### config.mk
export PLATFORM = sky130hd
export DESIGN_NAME = alu_pipe_flat
export DESIGN_NICKNAME = d
export VERILOG_FILES = /design/src/rtl/alu_pipe_if.sv /design/src/rtl/alu_pipe.sv /design/src/flat_wrapper.sv
export SDC_FILE = /design/constraint.sdc
export NUM_CORES = 1
export LEC_CHECK = 0
export ABC_AREA = 1
export CAP_MARGIN = 10
export CORE_MARGIN = 1.5
export CORE_UTILIZATION = 25
export CTS_CLUSTER_DIAMETER = 100
export DETAILED_ROUTE_END_ITERATION = 6
export PLACE_DENSITY = 0.51
export SLEW_MARGIN = 20
export SYNTH_ARGS = -nofsm -noshare
export SYNTH_HDL_FRONTEND = slang
export SYNTH_SLANG_ARGS = --single-unit
export TNS_END_PERCENT = 30
### constraint.sdc
create_clock -name clk -period 2.75 [get_ports clk]
set_input_delay 0.6875 -clock clk [delete_from_list [all_inputs] [get_ports clk]]
set_output_delay 0.6875 -clock clk [all_outputs]
set_load 0.02 [all_outputs]
### src/rtl/alu_pipe_if.sv
// Operand and result handshake bundle for alu_pipe.
// The master is the operand sequencer/result sink side; the slave is the ALU.
interface alu_pipe_if #(
    parameter int WIDTH = 8
) ();
    logic             in_valid;
    logic             in_ready;
    logic [WIDTH-1:0] a;
    logic [WIDTH-1:0] b;
    logic [2:0]       c;
    logic             out_valid;
    logic             out_ready;
    logic [WIDTH-1:0] y;
    logic             cout;
    logic [3:0]       flags;

    modport master (
        output in_valid, a, b, c, out_ready,
        input  in_ready, out_valid, y, cout, flags
    );

    modport slave (
        input  in_valid, a, b, c, out_ready,
        output in_ready, out_valid, y, cout, flags
    );
endinterface

### src/rtl/alu_pipe.sv
// Two-stage pipelined ALU with valid/ready handshakes and a carry register
// that chains ADC/SBC across words in acceptance order.
module alu_pipe #(
    parameter int WIDTH = 8
) (
    input  logic       clk,
    input  logic       reset,
    alu_pipe_if.slave  bus
);

    typedef enum logic [2:0] {
        OP_ADD = 3'b000,
        OP_SUB = 3'b001,
        OP_AND = 3'b010,
        OP_OR  = 3'b011,
        OP_XOR = 3'b100,
        OP_SLT = 3'b101,
        OP_ADC = 3'b110,
        OP_SBC = 3'b111
    } op_e;

    // Stage 0: operand register
    logic             s0_valid;
    logic [WIDTH-1:0] s0_a;
    logic [WIDTH-1:0] s0_b;
    op_e              s0_op;

    // Stage 1: result register
    logic             s1_valid;
    logic [WIDTH-1:0] s1_y;
    logic [3:0]       s1_flags;

    logic             cf;

    logic             s1_adv;
    logic             in_fire;
    logic             in_ready_int;

    logic             is_arith;
    logic             carry_in;
    logic [WIDTH-1:0] add_b;
    logic [WIDTH:0]   sum;
    logic [WIDTH-1:0] res_y;
    logic             res_c;
    logic             res_v;
    logic [3:0]       res_flags;

    assign s1_adv       = s0_valid && (!s1_valid || bus.out_ready);
    assign in_ready_int = !s0_valid || s1_adv;
    assign in_fire      = bus.in_valid && in_ready_int;

    // NOTE: sequential state uses non-blocking assignments so every register
    // samples the pre-edge values of the others, regardless of process order.
    always_ff @(posedge clk or negedge reset) begin
        if (!reset) begin
            s0_valid <= 1'b0;
            // NOTE: operand fields are cleared only to keep the pipe X-free;
            // nothing downstream looks at them while s0_valid is low.
            s0_a     <= '0;
            s0_b     <= '0;
            s0_op    <= OP_ADD;
        end else if (in_fire) begin
            s0_valid <= 1'b1;
            s0_a     <= bus.a;
            s0_b     <= bus.b;
            s0_op    <= op_e'(bus.c);
        end else if (s1_adv) begin
            s0_valid <= 1'b0;
        end
    end

    // Subtract forms feed ~b to the adder; overflow is judged on those operands.
    always_comb begin
        // NOTE: every output of this block gets a default first, so no path
        // through the case statement can infer a latch.
        is_arith = 1'b0;
        carry_in = 1'b0;
        add_b    = s0_b;
        res_y    = '0;
        res_c    = 1'b0;
        res_v    = 1'b0;

        case (s0_op)
            OP_ADD: begin
                is_arith = 1'b1;
            end
            OP_SUB: begin
                is_arith = 1'b1;
                add_b    = ~s0_b;
                carry_in = 1'b1;
            end
            OP_ADC: begin
                is_arith = 1'b1;
                carry_in = cf;
            end
            OP_SBC: begin
                is_arith = 1'b1;
                add_b    = ~s0_b;
                carry_in = cf;
            end
            default: begin
                is_arith = 1'b0;
            end
        endcase

        sum = {1'b0, s0_a} + {1'b0, add_b} + {{WIDTH{1'b0}}, carry_in};

        case (s0_op)
            OP_AND:  res_y = s0_a & s0_b;
            OP_OR:   res_y = s0_a | s0_b;
            OP_XOR:  res_y = s0_a ^ s0_b;
            OP_SLT:  res_y = {{(WIDTH-1){1'b0}}, ($signed(s0_a) < $signed(s0_b))};
            default: begin
                res_y = sum[WIDTH-1:0];
                res_c = sum[WIDTH];
                res_v = (s0_a[WIDTH-1] == add_b[WIDTH-1]) &&
                        (sum[WIDTH-1] != s0_a[WIDTH-1]);
            end
        endcase

        res_flags = {res_y[WIDTH-1], (res_y == '0), res_c, res_v};
    end

    always_ff @(posedge clk or negedge reset) begin
        if (!reset) begin
            s1_valid <= 1'b0;
            s1_y     <= '0;
            s1_flags <= '0;
        end else if (s1_adv) begin
            s1_valid <= 1'b1;
            s1_y     <= res_y;
            s1_flags <= res_flags;
        end else if (bus.out_ready) begin
            s1_valid <= 1'b0;
        end
    end

    // Carry chains only through arithmetic ops, at the moment they leave s0.
    always_ff @(posedge clk or negedge reset) begin
        if (!reset) begin
            cf <= 1'b0;
        end else if (s1_adv && is_arith) begin
            cf <= res_c;
        end
    end

    assign bus.in_ready  = in_ready_int;
    assign bus.out_valid = s1_valid;
    assign bus.y         = s1_y;
    assign bus.flags     = s1_flags;
    assign bus.cout      = s1_flags[1];

endmodule

### src/flat_wrapper.sv
// flat-port wrapper written by rule: the top's interface ports become plain ports
module alu_pipe_flat 
#(
    parameter int WIDTH = 8
)
  (clk, reset, bus_in_valid, bus_a, bus_b, bus_c, bus_out_ready, bus_in_ready, bus_out_valid, bus_y, bus_cout, bus_flags);
  alu_pipe_if #(.WIDTH(WIDTH)) bus_i ();
  input  logic clk;
  input  logic reset;
  input wire logic [$bits(bus_i.in_valid)-1:0] bus_in_valid;
  input wire logic [$bits(bus_i.a)-1:0] bus_a;
  input wire logic [$bits(bus_i.b)-1:0] bus_b;
  input wire logic [$bits(bus_i.c)-1:0] bus_c;
  input wire logic [$bits(bus_i.out_ready)-1:0] bus_out_ready;
  output wire logic [$bits(bus_i.in_ready)-1:0] bus_in_ready;
  output wire logic [$bits(bus_i.out_valid)-1:0] bus_out_valid;
  output wire logic [$bits(bus_i.y)-1:0] bus_y;
  output wire logic [$bits(bus_i.cout)-1:0] bus_cout;
  output wire logic [$bits(bus_i.flags)-1:0] bus_flags;
  assign bus_i.in_valid = bus_in_valid;
  assign bus_i.a = bus_a;
  assign bus_i.b = bus_b;
  assign bus_i.c = bus_c;
  assign bus_i.out_ready = bus_out_ready;
  assign bus_in_ready = bus_i.in_ready;
  assign bus_out_valid = bus_i.out_valid;
  assign bus_y = bus_i.y;
  assign bus_cout = bus_i.cout;
  assign bus_flags = bus_i.flags;
  alu_pipe #(.WIDTH(WIDTH)) u_core (.clk(clk), .reset(reset), .bus(bus_i));
endmodule
# Word level (Yosys, flattened, before mapping)
# Index checks and enable logic that the tools add are counted.
[classes] mux=10 order_cmp=1 eq_ne=9 n_addsub=2 n_bitwise=4 n_reduce_logical=16
[op_table] operator="case mux 8 bit (4 select lines)" n=1
[op_table] operator="equality test 3 bit, second input constant" n=4
[op_table] operator="adder 8 x 8 -> 9 bit" n=1
[op_table] operator="adder 9 x 1 -> 9 bit" n=1
[op_table] operator="bitwise AND 8 bit" n=1
[op_table] operator="zero test 8 bit" n=1
[op_table] operator="< comparator 8 bit" n=1
[op_table] operator="two-way mux 8 bit" n=1
[op_table] operator="NOT 8 bit" n=1
[op_table] operator="OR 8 bit" n=1
[op_table] operator="OR reduction 4 bit" n=2
[op_table] operator="XOR 8 bit" n=1
[op_table] operator="two-way mux 1 bit" n=7
[op_table] operator="equality test 3 x 2 -> 1 bit, second input constant" n=2
[op_table] operator="logical AND 1 bit" n=4
[op_table] operator="nonzero test 2 bit" n=2
[op_table] operator="OR reduction 2 bit" n=2
[op_table] operator="equality test 3 x 1 -> 1 bit, second input constant" n=1
[op_table] operator="zero test 3 bit" n=1
[op_table] operator="zero test 1 bit" n=2
[op_table] operator="logical OR 1 bit" n=2
[op_table] operator="case mux 1 bit (2 select lines)" n=1
[op_table] operator="equality test 1 bit" n=1
[op_table] operator="!= test 1 bit" n=1
[word_totals] output_inout_bits=15 in_bits=23 wordCells=50 ff_bits=34

# Longest topological paths before layout
[logic_depth] word_depth=8 depth_mapped=19 mapped_depth_nobuf=19

# Least setup slack after synthesis
# Ideal clock, no wire load.
[synth_timing] kind="reg2reg" start="register u_core.s0_op[2]" end="register u_core.s1_flags[2], in the netlist u_core.bus.flags[2]" stages_incl_launch_ff=18 synth_period_minus_slack_ps=2677 t_required_ps=2632 t_arrival_ps=2559 setup_time_ps=118 setup_slack_ps=73 path_cell_list="dfrtp_1 > inv_2 > nand2_1 > nand2_2 > inv_2 > nand2_2 > xor2_1 > fa_1 > fa_1 > inv_1 > nand3_1 > a21o_1 > nand3_1 > nand2_1 > nand2_1 > nor2_1 > nand4_1 > nand2_1"
[synth_between] elab_chain_cells=7
[synth_rtl] element="start: declaration" line_no="alu_pipe.sv:26" text="op_e s0_op;"
[synth_rtl] element="start signal: assignment" line_no="alu_pipe.sv:66" text="s0_op <= op_e'(bus.c);"
[synth_rtl] element="equality test 3 x 1 -> 1 bit or equality test 3 bit (tied branches)" line_no="alu_pipe.sv:83" text="case (s0_op)"
[synth_rtl] element="OR reduction 2 bit (no source line)"
[synth_rtl] element="two-way mux 8 bit"
[synth_rtl] element="adder 8 x 8 -> 9 bit" line_no="alu_pipe.sv:106" text="sum = {1'b0, s0_a} + {1'b0, add_b} + {{WIDTH{1'b0}}, carry_in};"
[synth_rtl] element="adder 9 x 1 -> 9 bit" line_no="alu_pipe.sv:106"
[synth_rtl] element="case mux 8 bit (4 select lines) *" line_no="alu_pipe.sv:108" text="case (s0_op)"
[synth_rtl] element="zero test 8 bit *" line_no="alu_pipe.sv:121" text="res_flags = {res_y[WIDTH-1], (res_y == '0), res_c, res_v};"
[synth_rtl] element="end signal: assignment" line_no="alu_pipe.sv:132" text="s1_flags <= res_flags;"
[synth_rtl] element="end: declaration" line_no="alu_pipe.sv:31" text="logic [3:0] s1_flags;"
# Mark *: on every way between the ends. The rest lies on a longest branch, timed or not.
# A chain may end at the register's enable or synchronous reset.

# Final worst setup path
[layout_timing] start="input bus_out_ready" end="output bus_in_ready"
[layout_between] elab_chain_cells=3
[layout_rtl] element="start: declaration" line_no="flat_wrapper.sv:14" text="input wire logic [$bits(bus_i.out_ready)-1:0] bus_out_ready;"
[layout_rtl] element="logical OR 1 bit" line_no="alu_pipe.sv:48" text="assign s1_adv = s0_valid && (!s1_valid || bus.out_ready);"
[layout_rtl] element="logical AND 1 bit" line_no="alu_pipe.sv:48"
[layout_rtl] element="logical OR 1 bit" line_no="alu_pipe.sv:49" text="assign in_ready_int = !s0_valid || s1_adv;"
[layout_rtl] element="end: declaration" line_no="flat_wrapper.sv:15" text="output wire logic [$bits(bus_i.in_ready)-1:0] bus_in_ready;"
# No other way between the ends.

==> impl_metrics.csv <==
group,metric,value,unit
run_status,status,"finished, final reports clean",
cells_and_area,multi_input_comb_area,0.00138,sq mm
cells_and_area,drive_gt1_frac,0.101,
global_route,use_met3,0.0277,
sta,hold_slack,0.482,ns
sta,setup_slack,0.161,ns
drt,vias_per_cell,4.30,
placement,routabilityCongestion,0.871,
yosys,ys_warn_count,0,
setup_path,crit_type,"in -> out",
die,pin_count,38,
setup_path,required,2.06,ns
drt,routed-via-count,2125,
drt,finalWirelength,5660,um
yosys,mappedNetlistNets,375,
setup_path,ff2ff_path_depth,17,
drt,drcViolationCount,0,
cts,cts_num_sinks,33,
placement,placed_area,0.00295,sq mm
power_and_ir_drop,p_per_area,797,mW/mm^2
setup_path,r2r_slack,0.25,ns
yosys,synth_seq_area_share,0.344,
die,rows,35,
sta,period_minus_slack,2.59,ns
yosys,avgSynthCellArea,7.52,sq um
cells_and_area,layout.nets,420,
cts,cts_tree,"yes",
yosys,synthCells,319,
drt,drt_iter0_markers,70,
cells_and_area,area_growth,28.2,%
cts,clk_pin_slew,0.07,ns
setup_path,cp-startpoint,"bus_out_ready",
cts,cts_buffers,5,
yosys,netlist_area,0.00240,sq mm
sta,fmax,386,MHz
min_path,hold_class,"reg -> reg",
global_route,grt.busiest_layer,"met2",
setup_path,path_max_fanout,3,
drt,antenna_left,0,
drt,drt_first_pass_iters,4,
die,start_util,0.258,
cells_and_area,fillCellCount,1043,
cts,clockRootBuffer,"clkbuf_8",
power_and_ir_drop,p_leak,1.56,nW
sta,finClkSkew,0.00338,ns
global_route,grt_pass1_vias,2055,
setup_path,timing.rr.end,"u_core.bus.flags[2]$_DFFE_PN0P_",
sta,rsz0062_at_grt,"false",
die,die_h,101,um
setup_path,r2r_start,"u_core.s0_op[2]$_DFFE_PN0P_",
cells_and_area,final_core_utilization,0.331,
setup_path,endpoint,"bus_in_ready",
power_and_ir_drop,ir_worst_vdd,0.000261,V
setup_path,end_kind,"output pin",
die,die_area,0.0102,sq mm
sta,min_period_over_period,0.941,
global_route,overflow,0,
global_route,antenna_found_initial,0,
sta,tightest_slew,0.448,ns
sta,fin_setup_tns,0,ns
sta,setup_viol,0,
cells_and_area,diodes,0,
placement,port-buffer-count,37,
drt,wl_per_cell,11.5,um
setup_path,critical_path_arrival,1.90,ns
cts,clk_latency,0.29,ns
sta,slew_headroom,0.701,
setup_path,crit_path_start_kind,"primary input",
placement,pre_cts_ws,0.142,ns
yosys,ys_seq_elements,33,
job,cap_violations,0,
cts,htree_levels,2,
cells_and_area,register_area,826,sq um
global_route,track_usage,0.121,
global_route,met2_usage,0.193,
die,chipWidth,101,um
cts,clockBufferDepth,2,
die,fp.coreArea,0.00928,sq mm
placement,dpl.hpwl,4440,um
global_route,grt_max_degree,40,
cells_and_area,final_area,0.00307,sq mm
sta,slew_violations,0,
global_route,grt.met1_usage,0.168,
global_route,grt_pass1_wl,9650,um
yosys,synthDistinctLibCells,28,
cts,cts_hold_buf,0,
sta,hold_violations,0,
-- layout make-up --
type,count,share of cell area
timing repair buffer,45,0.140
clock buffer,7,0.0313
multi-input combinational,232,0.449
tap,129,0.0525
clock inverter,1,0.00163
inverter,47,0.0574
sequential,33,0.269
-- cells in the mapped netlist (all sizes together) --
cell type   n  area (sq um)
a211oi      2          20.0
a21o        1          7.51
a21oi      29           145
a31oi       2          12.5
buf         4          25.0
clkbuf      3          11.3
dfrtp      33           826
fa          2          40.0
ha         31           388
inv        47           176
nand2      77           297
nand3      18          95.1
nand4       5          31.3
nor2       40           155
nor3        1          5.00
o2111ai     1          8.76
o211ai      1          7.51
o21ai      11          55.1
or2         2          12.5
xor2        9          78.8
-- worst min path at each step --
stage	startpoint	endpoint	slack (ns)	cells past startpoint
after floorplan	reset	u_core.bus.flags[0]$_DFFE_PN0P_	0.39	0
after global placement	u_core.bus.y[3]$_DFFE_PN0P_	u_core.bus.y[3]$_DFFE_PN0P_	0.47	2
after detailed placement	u_core.bus.flags[2]$_DFFE_PN0P_	u_core.bus.flags[2]$_DFFE_PN0P_	0.47	2
after CTS	u_core.bus.flags[2]$_DFFE_PN0P_	u_core.bus.flags[2]$_DFFE_PN0P_	0.49	2
after global routing	u_core.bus.flags[2]$_DFFE_PN0P_	u_core.bus.flags[2]$_DFFE_PN0P_	0.52	2
final	u_core.bus.flags[2]$_DFFE_PN0P_	u_core.bus.flags[2]$_DFFE_PN0P_	0.48	2
-- registers in the layout, summed over array words and instances (netlist names) --
signal,cells
u_core.bus.flags,4
u_core.s0_valid,1
u_core.bus.y,7
u_core.s0_b,8
u_core.bus.out_valid,1
u_core.s0_op,3
u_core.s0_a,8
u_core.cf,1
-- power by group --
part / switching (mW) / internal, mW
Sequential: 0.0919 / 0.610
Combinational: 0.778 / 0.559
Clock: 0.186 / 0.226
Total: 1.06 / 1.39
-- timing repair --
item / in CTS / in global routing
resized for setup: 0 / 5
endpoints found under the setup margin: 0 / 4
buffers inserted: 0 / 1
-- per-layer routing --
| layer | wire, um | part of all wire |
|---|---|---|
| met1 | 2900 | 0.51 |
| met2 | 2520 | 0.44 |
| met3 | 201 | 0.035 |
| met4 | 45 | 0.0079 |
| met5 | 0 | 0 |
-- logic make-up after synthesis --
logic type	synth area share
and+or+nand+nor	0.248
buffers and inverters	0.0887
AOI/OAI and AO/OA	0.107
adders and majority gates	0.178
DFF	0.344
xor gates and xnor gates	0.0329
-- cell usage in the layout, fill, tap and decap left out --
master	n
a211oi_1	1
a211oi_2	1
a21o_1	1
a21oi_1	27
a21oi_2	2
a31oi_1	2
buf_4	8
clkbuf_8	7
clkdlybuf4s50_1	37
clkinv_2	1
dfrtp_1	33
fa_2	2
ha_1	31
inv_1	39
inv_2	8
nand2_1	74
nand2_2	3
nand3_1	17
nand3_2	1
nand4_1	5
nor2_1	38
nor2_2	2
nor3_1	1
o2111ai_1	1
o211ai_1	1
o21ai_0	5
o21ai_1	6
or2_1	1
or2_2	1
xor2_1	8
xor2_2	1
-- metrics by stage --
stage          total power, mW  instances
2_1_floorplan             1.59        319
3_3_place_gp              2.02        485
3_5_place_dp              2.02        485
4_1_cts                   2.45        493
5_1_grt                   2.71        494
6_report                  2.45        494
-- critical path, cell delays in order --
cell             delay [ns]
clkdlybuf4s50_1        0.47
inv_2                  0.04
nand3_1                0.09
clkdlybuf4s50_1        0.61
No activity file was read; power rests on OpenSTA's default activity.
